`src/rtl/ace_snoop_resp_if.sv`:
```
// Snoop-side bundle for ace_snoop_resp: AC/CR/CD channels plus the local
// cache lookup, line-read and line-state update ports.
interface ace_snoop_resp_if #(
   parameter int AddrWidth = 64,
   parameter int DataWidth = 64,
   parameter int LineBeats = 4
);
   localparam int BeatW = (LineBeats > 1) ? $clog2(LineBeats) : 1;

   logic                 ac_valid_i;
   logic                 ac_ready_o;
   logic [AddrWidth-1:0] ac_addr_i;
   logic [3:0]           ac_snoop_i;
   logic                 lookup_req_o;
   logic [AddrWidth-1:0] lookup_addr_o;
   logic                 lookup_hit_i;
   logic                 lookup_dirty_i;
   logic                 lookup_unique_i;
   logic [BeatW-1:0]     line_rd_beat_o;
   logic [DataWidth-1:0] line_rd_data_i;
   logic                 cr_valid_o;
   logic                 cr_ready_i;
   logic [4:0]           cr_resp_o;
   logic                 cd_valid_o;
   logic                 cd_ready_i;
   logic [DataWidth-1:0] cd_data_o;
   logic                 cd_last_o;
   logic                 upd_valid_o;
   logic                 upd_inval_o;

   modport slave (
      input  ac_valid_i, ac_addr_i, ac_snoop_i,
      input  lookup_hit_i, lookup_dirty_i, lookup_unique_i, line_rd_data_i,
      input  cr_ready_i, cd_ready_i,
      output ac_ready_o, lookup_req_o, lookup_addr_o, line_rd_beat_o,
      output cr_valid_o, cr_resp_o, cd_valid_o, cd_data_o, cd_last_o,
      output upd_valid_o, upd_inval_o
   );

   modport master (
      output ac_valid_i, ac_addr_i, ac_snoop_i,
      output lookup_hit_i, lookup_dirty_i, lookup_unique_i, line_rd_data_i,
      output cr_ready_i, cd_ready_i,
      input  ac_ready_o, lookup_req_o, lookup_addr_o, line_rd_beat_o,
      input  cr_valid_o, cr_resp_o, cd_valid_o, cd_data_o, cd_last_o,
      input  upd_valid_o, upd_inval_o
   );
endinterface

```
`src/rtl/ace_snoop_resp.sv`:
```
// ACE snoop responder: AC snoop -> lookup -> CRRESP -> optional CD line -> line-state update.
// Optional macro ACE_SNOOP_RESP_DVM_EN: acknowledge DVM snoops (1110/1111) instead of erroring.
module ace_snoop_resp #(
   parameter int AddrWidth = 64,
   parameter int DataWidth = 64,
   parameter int LineBeats = 4
) (
   input  logic            clk_i,
   input  logic            rst_ni,
   ace_snoop_resp_if.slave bus
);
   localparam int BeatW = (LineBeats > 1) ? $clog2(LineBeats) : 1;
   localparam logic [BeatW-1:0] LastBeat = BeatW'(LineBeats - 1);

   typedef enum logic [2:0] {S_IDLE, S_LOOKUP, S_RESP, S_DATA, S_UPDATE} state_e;

   // resp bit order: {WasUnique, IsShared, PassDirty, Error, DataTransfer}
   typedef struct packed {
      logic [4:0] resp;
      logic       upd;
      logic       inval;
   } action_t;

   function automatic action_t decode(input logic [3:0] snoop, input logic hit,
                                      input logic dirty, input logic uniq);
      action_t a;
      a = '0;
      case (snoop)
         4'b0000: if (hit) a.resp = {uniq, 1'b1, 1'b0, 1'b0, 1'b1};
         4'b0001, 4'b0010, 4'b0011: if (hit) begin
            a.resp = {uniq, 1'b1, dirty, 1'b0, 1'b1};
            a.upd  = 1'b1;
         end
         4'b0111: if (hit) begin
            a.resp  = {uniq, 1'b0, dirty, 1'b0, 1'b1};
            a.upd   = 1'b1;
            a.inval = 1'b1;
         end
         4'b1000: if (hit) begin
            a.resp = {uniq, 1'b1, dirty, 1'b0, dirty};
            a.upd  = 1'b1;
         end
         4'b1001: if (hit) begin
            a.resp  = {uniq, 1'b0, dirty, 1'b0, dirty};
            a.upd   = 1'b1;
            a.inval = 1'b1;
         end
         4'b1101: if (hit) begin
            a.resp  = {uniq, 4'b0000};
            a.upd   = 1'b1;
            a.inval = 1'b1;
         end
`ifdef ACE_SNOOP_RESP_DVM_EN
         4'b1110, 4'b1111: a = '0;
`endif
         default: a.resp = 5'b00010;
      endcase
      return a;
   endfunction

   state_e               r_state, w_next;
   logic [AddrWidth-1:0] r_addr;
   logic [3:0]           r_snoop;
   action_t              r_act;
   logic [BeatW-1:0]     r_beat;
   logic [DataWidth-1:0] w_cd_data;
   logic                 w_ac_ready, w_lookup, w_cr_valid, w_cd_valid, w_upd, w_last;

   always_ff @(posedge clk_i) begin
      if (!rst_ni) r_state <= S_IDLE;
      else         r_state <= w_next;
   end

   // Counter wraps explicitly so LineBeats=1 (single-bit counter) still returns to 0.
   always_ff @(posedge clk_i) begin
      if (!rst_ni)                        r_beat <= '0;
      else if (w_cd_valid && bus.cd_ready_i) r_beat <= w_last ? '0 : r_beat + 1'b1;
   end

   always_ff @(posedge clk_i) begin
      if (w_ac_ready && bus.ac_valid_i) begin
         r_addr  <= bus.ac_addr_i;
         r_snoop <= bus.ac_snoop_i;
      end
      if (r_state == S_LOOKUP)
         r_act <= decode(r_snoop, bus.lookup_hit_i, bus.lookup_dirty_i, bus.lookup_unique_i);
   end

   assign w_last = (r_state == S_DATA) && (r_beat == LastBeat);

   always_comb begin
      w_next     = r_state;
      w_ac_ready = 1'b0;
      w_lookup   = 1'b0;
      w_cr_valid = 1'b0;
      w_cd_valid = 1'b0;
      w_upd      = 1'b0;
      case (r_state)
         S_IDLE: begin
            w_ac_ready = 1'b1;
            if (bus.ac_valid_i) w_next = S_LOOKUP;
         end
         S_LOOKUP: begin
            w_lookup = 1'b1;
            w_next   = S_RESP;
         end
         S_RESP: begin
            w_cr_valid = 1'b1;
            if (bus.cr_ready_i)
               w_next = r_act.resp[0] ? S_DATA : (r_act.upd ? S_UPDATE : S_IDLE);
         end
         S_DATA: begin
            w_cd_valid = 1'b1;
            if (bus.cd_ready_i && w_last) w_next = r_act.upd ? S_UPDATE : S_IDLE;
         end
         S_UPDATE: begin
            w_upd  = 1'b1;
            w_next = S_IDLE;
         end
         default: w_next = S_IDLE;
      endcase
   end

   assign w_cd_data          = bus.line_rd_data_i;
   assign bus.ac_ready_o     = w_ac_ready;
   assign bus.lookup_req_o   = w_lookup;
   assign bus.lookup_addr_o  = r_addr;
   assign bus.line_rd_beat_o = r_beat;
   assign bus.cr_valid_o     = w_cr_valid;
   assign bus.cr_resp_o      = w_cr_valid ? r_act.resp : 5'b00000;
   assign bus.cd_valid_o     = w_cd_valid;
   assign bus.cd_data_o      = w_cd_data;
   assign bus.cd_last_o      = w_last;
   assign bus.upd_valid_o    = w_upd;
   assign bus.upd_inval_o    = w_upd & r_act.inval;
endmodule

```
`src/flat_wrapper.sv`:
```
// flat-port wrapper written by rule: the top's interface ports become plain ports
module ace_snoop_resp_flat 
#(
   parameter int AddrWidth = 64,
   parameter int DataWidth = 64,
   parameter int LineBeats = 4
)
  (clk_i, rst_ni, bus_ac_valid_i, bus_ac_addr_i, bus_ac_snoop_i, bus_lookup_hit_i, bus_lookup_dirty_i, bus_lookup_unique_i, bus_line_rd_data_i, bus_cr_ready_i, bus_cd_ready_i, bus_ac_ready_o, bus_lookup_req_o, bus_lookup_addr_o, bus_line_rd_beat_o, bus_cr_valid_o, bus_cr_resp_o, bus_cd_valid_o, bus_cd_data_o, bus_cd_last_o, bus_upd_valid_o, bus_upd_inval_o);
  ace_snoop_resp_if #(.AddrWidth(AddrWidth), .DataWidth(DataWidth), .LineBeats(LineBeats)) bus_i ();
  input  logic clk_i;
  input  logic rst_ni;
  input wire logic [$bits(bus_i.ac_valid_i)-1:0] bus_ac_valid_i;
  input wire logic [$bits(bus_i.ac_addr_i)-1:0] bus_ac_addr_i;
  input wire logic [$bits(bus_i.ac_snoop_i)-1:0] bus_ac_snoop_i;
  input wire logic [$bits(bus_i.lookup_hit_i)-1:0] bus_lookup_hit_i;
  input wire logic [$bits(bus_i.lookup_dirty_i)-1:0] bus_lookup_dirty_i;
  input wire logic [$bits(bus_i.lookup_unique_i)-1:0] bus_lookup_unique_i;
  input wire logic [$bits(bus_i.line_rd_data_i)-1:0] bus_line_rd_data_i;
  input wire logic [$bits(bus_i.cr_ready_i)-1:0] bus_cr_ready_i;
  input wire logic [$bits(bus_i.cd_ready_i)-1:0] bus_cd_ready_i;
  output wire logic [$bits(bus_i.ac_ready_o)-1:0] bus_ac_ready_o;
  output wire logic [$bits(bus_i.lookup_req_o)-1:0] bus_lookup_req_o;
  output wire logic [$bits(bus_i.lookup_addr_o)-1:0] bus_lookup_addr_o;
  output wire logic [$bits(bus_i.line_rd_beat_o)-1:0] bus_line_rd_beat_o;
  output wire logic [$bits(bus_i.cr_valid_o)-1:0] bus_cr_valid_o;
  output wire logic [$bits(bus_i.cr_resp_o)-1:0] bus_cr_resp_o;
  output wire logic [$bits(bus_i.cd_valid_o)-1:0] bus_cd_valid_o;
  output wire logic [$bits(bus_i.cd_data_o)-1:0] bus_cd_data_o;
  output wire logic [$bits(bus_i.cd_last_o)-1:0] bus_cd_last_o;
  output wire logic [$bits(bus_i.upd_valid_o)-1:0] bus_upd_valid_o;
  output wire logic [$bits(bus_i.upd_inval_o)-1:0] bus_upd_inval_o;
  assign bus_i.ac_valid_i = bus_ac_valid_i;
  assign bus_i.ac_addr_i = bus_ac_addr_i;
  assign bus_i.ac_snoop_i = bus_ac_snoop_i;
  assign bus_i.lookup_hit_i = bus_lookup_hit_i;
  assign bus_i.lookup_dirty_i = bus_lookup_dirty_i;
  assign bus_i.lookup_unique_i = bus_lookup_unique_i;
  assign bus_i.line_rd_data_i = bus_line_rd_data_i;
  assign bus_i.cr_ready_i = bus_cr_ready_i;
  assign bus_i.cd_ready_i = bus_cd_ready_i;
  assign bus_ac_ready_o = bus_i.ac_ready_o;
  assign bus_lookup_req_o = bus_i.lookup_req_o;
  assign bus_lookup_addr_o = bus_i.lookup_addr_o;
  assign bus_line_rd_beat_o = bus_i.line_rd_beat_o;
  assign bus_cr_valid_o = bus_i.cr_valid_o;
  assign bus_cr_resp_o = bus_i.cr_resp_o;
  assign bus_cd_valid_o = bus_i.cd_valid_o;
  assign bus_cd_data_o = bus_i.cd_data_o;
  assign bus_cd_last_o = bus_i.cd_last_o;
  assign bus_upd_valid_o = bus_i.upd_valid_o;
  assign bus_upd_inval_o = bus_i.upd_inval_o;
  ace_snoop_resp #(.AddrWidth(AddrWidth), .DataWidth(DataWidth), .LineBeats(LineBeats)) u_core (.clk_i(clk_i), .rst_ni(rst_ni), .bus(bus_i));
endmodule
```
`config.mk`:
```
export PLATFORM = sky130hd
export DESIGN_NAME = ace_snoop_resp_flat
export DESIGN_NICKNAME = d
export VERILOG_FILES = /design/src/rtl/ace_snoop_resp_if.sv /design/src/rtl/ace_snoop_resp.sv /design/src/flat_wrapper.sv
export SDC_FILE = /design/constraint.sdc
export NUM_CORES = 1
export LEC_CHECK = 0
export ABC_AREA = 1
export BUFFER_PORTS_ARGS = -buffer_cell sky130_fd_sc_hd__buf_2
export CAP_MARGIN = 40
export CORE_AREA = 2 2 109 111
export CTS_BUF_LIST = sky130_fd_sc_hd__clkbuf_4
export CTS_CLUSTER_SIZE = 10
export DETAILED_ROUTE_END_ITERATION = 16
export DIE_AREA = 0 0 111 113
export PLACE_DENSITY = 0.6
export SETUP_SLACK_MARGIN = 0.5
export SYNTH_ARGS = -nofsm -noshare
export SYNTH_HDL_FRONTEND = slang
export SYNTH_SLANG_ARGS = --single-unit
```
`constraint.sdc`:
```
create_clock -name clk_i -period 5.21 [get_ports clk_i]
set_input_delay 1.042 -clock clk_i [delete_from_list [all_inputs] [get_ports clk_i]]
set_output_delay 1.042 -clock clk_i [all_outputs]
set_load 0.01 [all_outputs]
```
==> Implementation_results.wiki, run 1 <==
{| class="wikitable"
! Metric !! Value
|-
| Least setup slack across all paths after layout || 2430 ps
|-
| Pins over their slew limit || 0
|-
| Data required time of the worst path || 4170 ps
|-
| CTS hold repair buffers || 0
|-
| Post-Synthesis Mean Instance Area || 14.4 um2
|-
| Count of final hold-check violations || 0
|-
| Layout cell share with drive strength beyond 1 || 0.547
|-
| Area Overhead vs Synth || 19.2%
|-
| Hold Crit Class || flop to flop
|-
| Run status || finished clean
|-
| Proportion of synthesized chip area in sequential cells || 0.728
|-
| Final instance area || 3850 um2
|-
| Slowest cell on crit path || sky130_fd_sc_hd__nor2_1
|-
| Global-route wire length before repair || 12.0 mm
|-
| Number of vias after detailed routing || 1963
|-
| Critical Setup Path Class || flop to output pin
|-
| Initial Utilization || 0.287
|-
| Maximum clock skew at final layout || 16.1 ps
|-
| CTS Buffer Depth || 2
|-
| Crit path capture type || output pin
|-
| Number of sinks driven by the clock tree || 80
|-
| I/O pin count || 282
|-
| Leakage power || 1.69 nW
|-
| CP top delay family || simple AND/OR/NAND/NOR gates
|-
| Worst min-delay path startpoint || u_core.bus.line_rd_beat_o[1]
|-
| Number of flip-flops and latches in the synthesized netlist || 80
|-
| Yosys synthesis warning count || 0
|-
| Cells along the critical path || inv_2 -> nand2_1 -> nor2_1 -> buf_2
|-
| Pre-CTS WS || 2890 ps
|-
| Total half-perimeter wirelength after legalization and detailed placement || 7.27 mm
|-
| Residual DRC || 0
|-
| Total standard cell area after synthesis || 3230 um2
|-
| Height of the chip || 113 um
|-
| Longest individual stage delay on the worst path || 470 ps
|-
| First element of the critical path || u_core.r_state[2]
|-
| Relative slew slack || 0.597
|-
| Highest attainable clock frequency || 0.359 GHz
|-
| Via count of the first global-routing pass || 2081
|-
| Average wire per cell in the routed design || 18.2 um
|-
| Maximum number of pins on one net before global-route repair || 36
|-
| Setup violations, final || 0
|-
| Ratio of routed vias to standard cells || 4.13
|-
| Global-route total usage across every layer || 0.133
|-
| Cells after Synth || 224
|-
| Remaining global-route overflow || 0
|-
| Cts bufs inserted || 9
|-
| Setup total negative slack || 0 ps
|-
| Routability congestion estimate || 0.757
|-
| Largest driver fanout on the critical path || 8
|-
| Skew-Pair Late Insertion Delay || 430 ps
|-
| Final net count || 467
|-
| Total core area || 11300 um2
|-
| Share of the clock period used by the worst path || 0.534
|-
| Final ANT Viol Nets || 0
|-
| Post-placement cell area || 3730 um2
|-
| R2r startpoint || u_core.r_state[0]
|-
| Clock-pin slew reported for the worst setup and hold paths after clock tree synthesis || 120 ps
|-
| Max Cap Viol || 0
|-
| Antenna violations before repair || 1
|-
| Final period demand of the worst path || 2780 ps
|-
| Number of library cell types mapped by synthesis || 25
|-
| Area of the die || 12500 um2
|-
| Synthesized netlist net count || 365
|-
| Slew at the pin closest to its max-slew limit || 603 ps
|-
| Final Routed Wirelength || 8.65 mm
|-
| Placement row count || 39
|-
| Post-CTS Resized || 0
|-
| Library cell used as clock root buffer || sky130_fd_sc_hd__clkbuf_4
|-
| Power density relative to cell area || 455 nW/um2
|-
| Fill count || 1106
|-
| Number of iterations in the first detailed-routing pass || 4
|-
| Number of buffer and inverter instances along the worst setup path || 2
|-
| H-tree level count || 3
|-
| Quantity of I/O buffers inserted on ports || 153
|-
| Horizontal extent of the die || 111 um
|-
| Number of DRC markers after the initial detailed-route iteration || 30
|-
| Arrival time of the worst setup path || 1740 ps
|-
| Setup crit start kind || flop
|-
| Unrepaired setup endpoints after global routing || no
|-
| Maximum vdd ir drop || 0.263 mV
|-
| Number of buffers added for setup after CTS || 0
|-
| TritonCTS clock tree || yes
|}
-- routing by layer --
metal  vias up  part of all wire  GRT usage
met3        27              0.17     0.0943
met2       162              0.54      0.246
met1       862              0.26     0.0960
met5         -                 0    0.00392
li1        912                 -          -
met4         0             0.033     0.0767
-- sequential cells by signal (all words and copies together) (netlist names) --
| name | cells |
|---|---|
| u_core.bus.lookup_addr_o | 64 |
| u_core.r_state | 3 |
| u_core.r_act | 7 |
| u_core.r_snoop | 4 |
| u_core.bus.line_rd_beat_o | 2 |
-- cell usage after synthesis, drive strengths merged --
cell type  instances  share of area
ha                 1         0.0039
o2111ai            1         0.0027
nor3               1         0.0015
o22ai              2         0.0039
nor2              21          0.029
o21ai              1         0.0027
a21oi              4         0.0062
nand2             18          0.024
nand4              1         0.0019
nor3b              1         0.0039
nand3              6          0.012
a31oi              1         0.0019
and2               1         0.0019
buf               64           0.15
o21a               1         0.0023
inv               18          0.021
o31ai              1         0.0023
edfxtp            75           0.70
dfxtp              5          0.031
and3               1         0.0019
-- cell families after synthesis --
| logic type | share of synthesized area |
|---|---|
| adder cells (fa/ha/maj) | 0.00387 |
| AO/OA/AOI/OAI | 0.0221 |
| flip-flops | 0.728 |
| AND/OR/NAND/NOR | 0.0767 |
| buffers and inverters | 0.170 |
-- tightest hold or removal path, cell delays in order (launching register included) --
cell and delay, ps:
sky130_fd_sc_hd__dfxtp_1 340, sky130_fd_sc_hd__nand2_1 60, sky130_fd_sc_hd__a21oi_1 50
-- per-stage QoR --
stage / util / cells / hold WS (ps) / power [mW]
final: 0.342 / 475 / 489 / 1.75
after global routing: 0.342 / 475 / 519 / 1.85
after CTS: 0.342 / 474 / 494 / 1.78
after detailed placement: 0.331 / 458 / 478 / 1.46
after global placement: 0.329 / 457 / 462 / 1.43
after floorplan: - / 224 / 494 / 1.28
-- final timing paths --
check	endpoint	slack, ps	cells after the start
hold / removal	u_core.bus.line_rd_beat_o[1]	490	2
setup / recovery	bus_lookup_req_o	2430	4
setup reg to reg	u_core.bus.lookup_addr_o[44]	3370	4
hold reg to reg	u_core.bus.line_rd_beat_o[1]	490	2
-- cell usage in the layout, fill, tap and decap left out, types with 2 or more instances in the layout --
| master | Yosys | layout |
|---|---|---|
| sky130_fd_sc_hd__clkbuf_4 | 0 | 12 |
| sky130_fd_sc_hd__nor2_1 | 19 | 18 |
| sky130_fd_sc_hd__nand2_1 | 16 | 16 |
| sky130_fd_sc_hd__nor2_4 | 2 | 3 |
| sky130_fd_sc_hd__clkinvlp_4 | 0 | 2 |
| sky130_fd_sc_hd__nand3_2 | 2 | 2 |
| sky130_fd_sc_hd__dfxtp_1 | 5 | 5 |
| sky130_fd_sc_hd__o22ai_1 | 2 | 2 |
| sky130_fd_sc_hd__nand3_1 | 4 | 4 |
| sky130_fd_sc_hd__edfxtp_1 | 75 | 75 |
| sky130_fd_sc_hd__a21oi_1 | 4 | 4 |
| sky130_fd_sc_hd__buf_2 | 0 | 153 |
| sky130_fd_sc_hd__inv_1 | 17 | 17 |
-- cell type report --
type | instances | area (um2) | area share
sequential | 80 | 2350 | 0.611
timing repair buffer | 155 | 793 | 0.206
multi-input combinational | 62 | 339 | 0.0880
tap | 143 | 179 | 0.0464
clock buffer | 12 | 90.1 | 0.0234
inverter | 18 | 67.6 | 0.0175
clock inverter | 4 | 28.8 | 0.00747
antenna | 1 | 2.50 | 0.000650
-- power breakdown --
group	internal [mW]	total, mW	switching, mW
Clock	0.115	0.323	0.208
Combinational	0.166	0.475	0.309
Sequential	0.905	0.954	0.0482
Power figures use the tool's default switching activity.
==> run 2, diff against run 1 <==
- PLACE_DENSITY: 0.6 -> 0.63
- clock period: 5.21 -> 2.3 ns (I/O delays scaled with it)
==> Implementation_results.wiki, run 2 (synthesis results as in run 1) <==
{| class="wikitable"
! Metric !! Value
|-
| Area taken by multi-input logic gates || 374 um2 (+10%)
|-
| Slowest cell on crit path || sky130_fd_sc_hd__dfxtp_4
|-
| Reg2Reg Setup Slack || 740 ps (-2630 ps)
|-
| Final Routed Wirelength || 8.71 mm (+0.60%)
|-
| Final ANT Viol Nets || 0 (unchanged)
|-
| Placement row count || 39 (unchanged)
|-
| Number of flip-flops under the largest register name || 64 (unchanged)
|-
| Run status || finished clean
|-
| Share of the clock period used by the worst path || 0.790
|-
| Slew at the pin closest to its max-slew limit || 382 ps (-221 ps)
|-
| Hold Crit Class || input port to flop
|-
| Global-route wire length before repair || 12.3 mm (+2.5%)
|-
| Cells along the critical path || inv_4 -> nor2_4 -> nand2_4 -> nor2_1 -> buf_2
|-
| Number of iterations in the first detailed-routing pass || 4 (unchanged)
|-
| Number of buffer and inverter instances along the worst setup path || 2 (unchanged)
|-
| Highest attainable clock frequency || 0.550 GHz
|-
| I/O pin count || 282 (unchanged)
|-
| Antenna violations before repair || 2 (+1)
|-
| Setup violations, final || 0 (unchanged)
|-
| Data required time of the worst path || 1840 ps (-2330 ps)
|-
| Largest driver fanout on the critical path || 7 (-1)
|-
| Cts bufs inserted || 9 (unchanged)
|-
| Global-route total usage across every layer || 0.132 (-0.000446)
|-
| Post-placement cell area || 3740 um2 (+0.34%)
|-
| Leakage power || 1.77 nW (+5.0%)
|-
| Maximum clock skew at final layout || 11.8 ps (-4.31 ps)
|-
| Horizontal extent of the die || 111 um (unchanged)
|-
| Relative slew slack || 0.745 (+0.149)
|-
| Maximum vdd ir drop || 0.446 mV (+70%)
|-
| CP top delay family || flip-flops
|-
| Fill count || 1068 (-3.4%)
|-
| Unrepaired setup endpoints after global routing || yes
|-
| Footprint of the flip-flops and latches || 2360 um2 (+0.53%)
|-
| Clock-pin slew reported for the worst setup and hold paths after clock tree synthesis || 150 ps (+30 ps)
|-
| Total core area || 11300 um2 (unchanged)
|-
| Crit path capture type || output pin
|-
| Number of vias after detailed routing || 2080 (+6.0%)
|-
| Layout cell share with drive strength beyond 1 || 0.598 (+0.0508)
|-
| Skew-Pair Late Insertion Delay || 420 ps (about the same)
|-
| Library cell used as clock root buffer || sky130_fd_sc_hd__clkbuf_4
|-
| Number of sinks driven by the clock tree || 80 (unchanged)
|-
| Arrival time of the worst setup path || 1360 ps (-380 ps)
|-
| Number of DRC markers after the initial detailed-route iteration || 84 (+180%)
|-
| Leading cell types in the layout, fill and taps excluded || sky130_fd_sc_hd__buf_2, sky130_fd_sc_hd__edfxtp_1, sky130_fd_sc_hd__inv_1
|-
| Via count of the first global-routing pass || 2139 (+2.8%)
|-
| Area of the die || 12500 um2 (unchanged)
|-
| Residual DRC || 0 (unchanged)
|-
| CTS Buffer Depth || 2 (unchanged)
|-
| Max Cap Viol || 0 (unchanged)
|-
| Most common library cell in the layout ignoring fill and taps || sky130_fd_sc_hd__buf_2
|-
| Total half-perimeter wirelength after legalization and detailed placement || 6.83 mm (-6.1%)
|-
| H-tree level count || 3 (unchanged)
|-
| Average wire per cell in the routed design || 17.9 um (-1.9%)
|-
| Area Overhead vs Synth || 25.6%
|-
| Final instance area || 4060 um2 (+5.4%)
|-
| Setup crit start kind || flop
|-
| Power density relative to cell area || 1070 nW/um2 (+140%)
|-
| TritonCTS clock tree || yes
|-
| Final period demand of the worst path || 1820 ps
|-
| Critical Setup Path Class || flop to output pin
|-
| Quantity of I/O buffers inserted on ports || 153 (unchanged)
|-
| Maximum number of pins on one net before global-route repair || 69 (+92%)
|-
| Longest individual stage delay on the worst path || 410 ps (-60 ps)
|-
| Routability congestion estimate || 0.790 (+4.4%)
|-
| Number of placed cells counting well taps || 458 (unchanged)
|-
| Count of non-filler cells in the finished layout || 487 (+2.5%)
|-
| Height of the chip || 113 um (unchanged)
|-
| Setup total negative slack || 0 ps (unchanged)
|-
| Ratio of routed vias to standard cells || 4.27 (+3.3%)
|-
| CTS hold repair buffers || 0 (unchanged)
|-
| Initial Utilization || 0.287 (unchanged)
|-
| Pins over their slew limit || 0 (unchanged)
|-
| Count of final hold-check violations || 0 (unchanged)
|-
| Final net count || 479 (+2.6%)
|-
| Remaining global-route overflow || 0 (unchanged)
|}
run 2: cell types whose count changed in the layout (fill, tap and decap cells not counted), moves of 3 or more:
cell                       before  now
sky130_fd_sc_hd__nor2_1        18   15
sky130_fd_sc_hd__buf_6          0    6
sky130_fd_sc_hd__dfxtp_1        5    1
sky130_fd_sc_hd__clkbuf_4      12    9
sky130_fd_sc_hd__dfxtp_4        0    3
sky130_fd_sc_hd__buf_4          1   11
sky130_fd_sc_hd__nor2_4         3    6
sky130_fd_sc_hd__buf_2        153  149
run 2: final timing paths:
path,end,start,cells past startpoint
min,u_core.bus.lookup_addr_o[20],bus_ac_addr_i[20],1
min reg2reg,u_core.bus.line_rd_beat_o[1],u_core.bus.line_rd_beat_o[1],2
max,bus_cr_resp_o[3],u_core.r_state[1],5
max reg2reg,u_core.bus.lookup_addr_o[26],u_core.r_state[1],5
run 2: timing repair:
action,CTS,global route
pin swaps,4,6
buffers inserted,7,5
endpoints found under the hold margin,0,0
setup endpoints to repair,10,11
gates resized for setup,11,10
run 2: cell type report:
cell class | count | area share
diodes | 1 | 0.000616
clock buffers | 9 | 0.0166
clock inverters | 7 | 0.0206
inverters | 18 | 0.0179
multi-input cells | 62 | 0.0921
flip-flops and latches | 80 | 0.582
well taps | 143 | 0.0441
repair buffers | 167 | 0.226
run 2: power breakdown:
group          internal, mW  switching (mW)
Combinational         0.519           0.762
Sequential             2.06           0.127
Clock                 0.352           0.537
run 2: through the flow:
| stage | worst slack, ps | hold slack (ps) | util | total power, mW |
|---|---|---|---|---|
| 3_3_place_gp | 872 | 462 | 0.332 | 3.30 |
| 4_1_cts | 477 | 154 | 0.353 | 4.32 |
| 5_1_grt | 379 | 133 | 0.360 | 4.59 |
| 3_5_place_dp | 839 | 483 | 0.332 | 3.33 |
| 2_1_floorplan | 303 | 494 | - | 2.90 |
| 6_report | 482 | 191 | 0.360 | 4.36 |
run 2: metal layers:
layer  vias up  routed length (um)  part of all wire  track usage
met2       186                4600              0.53        0.237
met3        20                1360              0.16       0.0943
li1        929                   -                 -            -
met1       945                2560              0.29        0.109
met5         -                   0                 0            0
met4         0                 188             0.022       0.0608
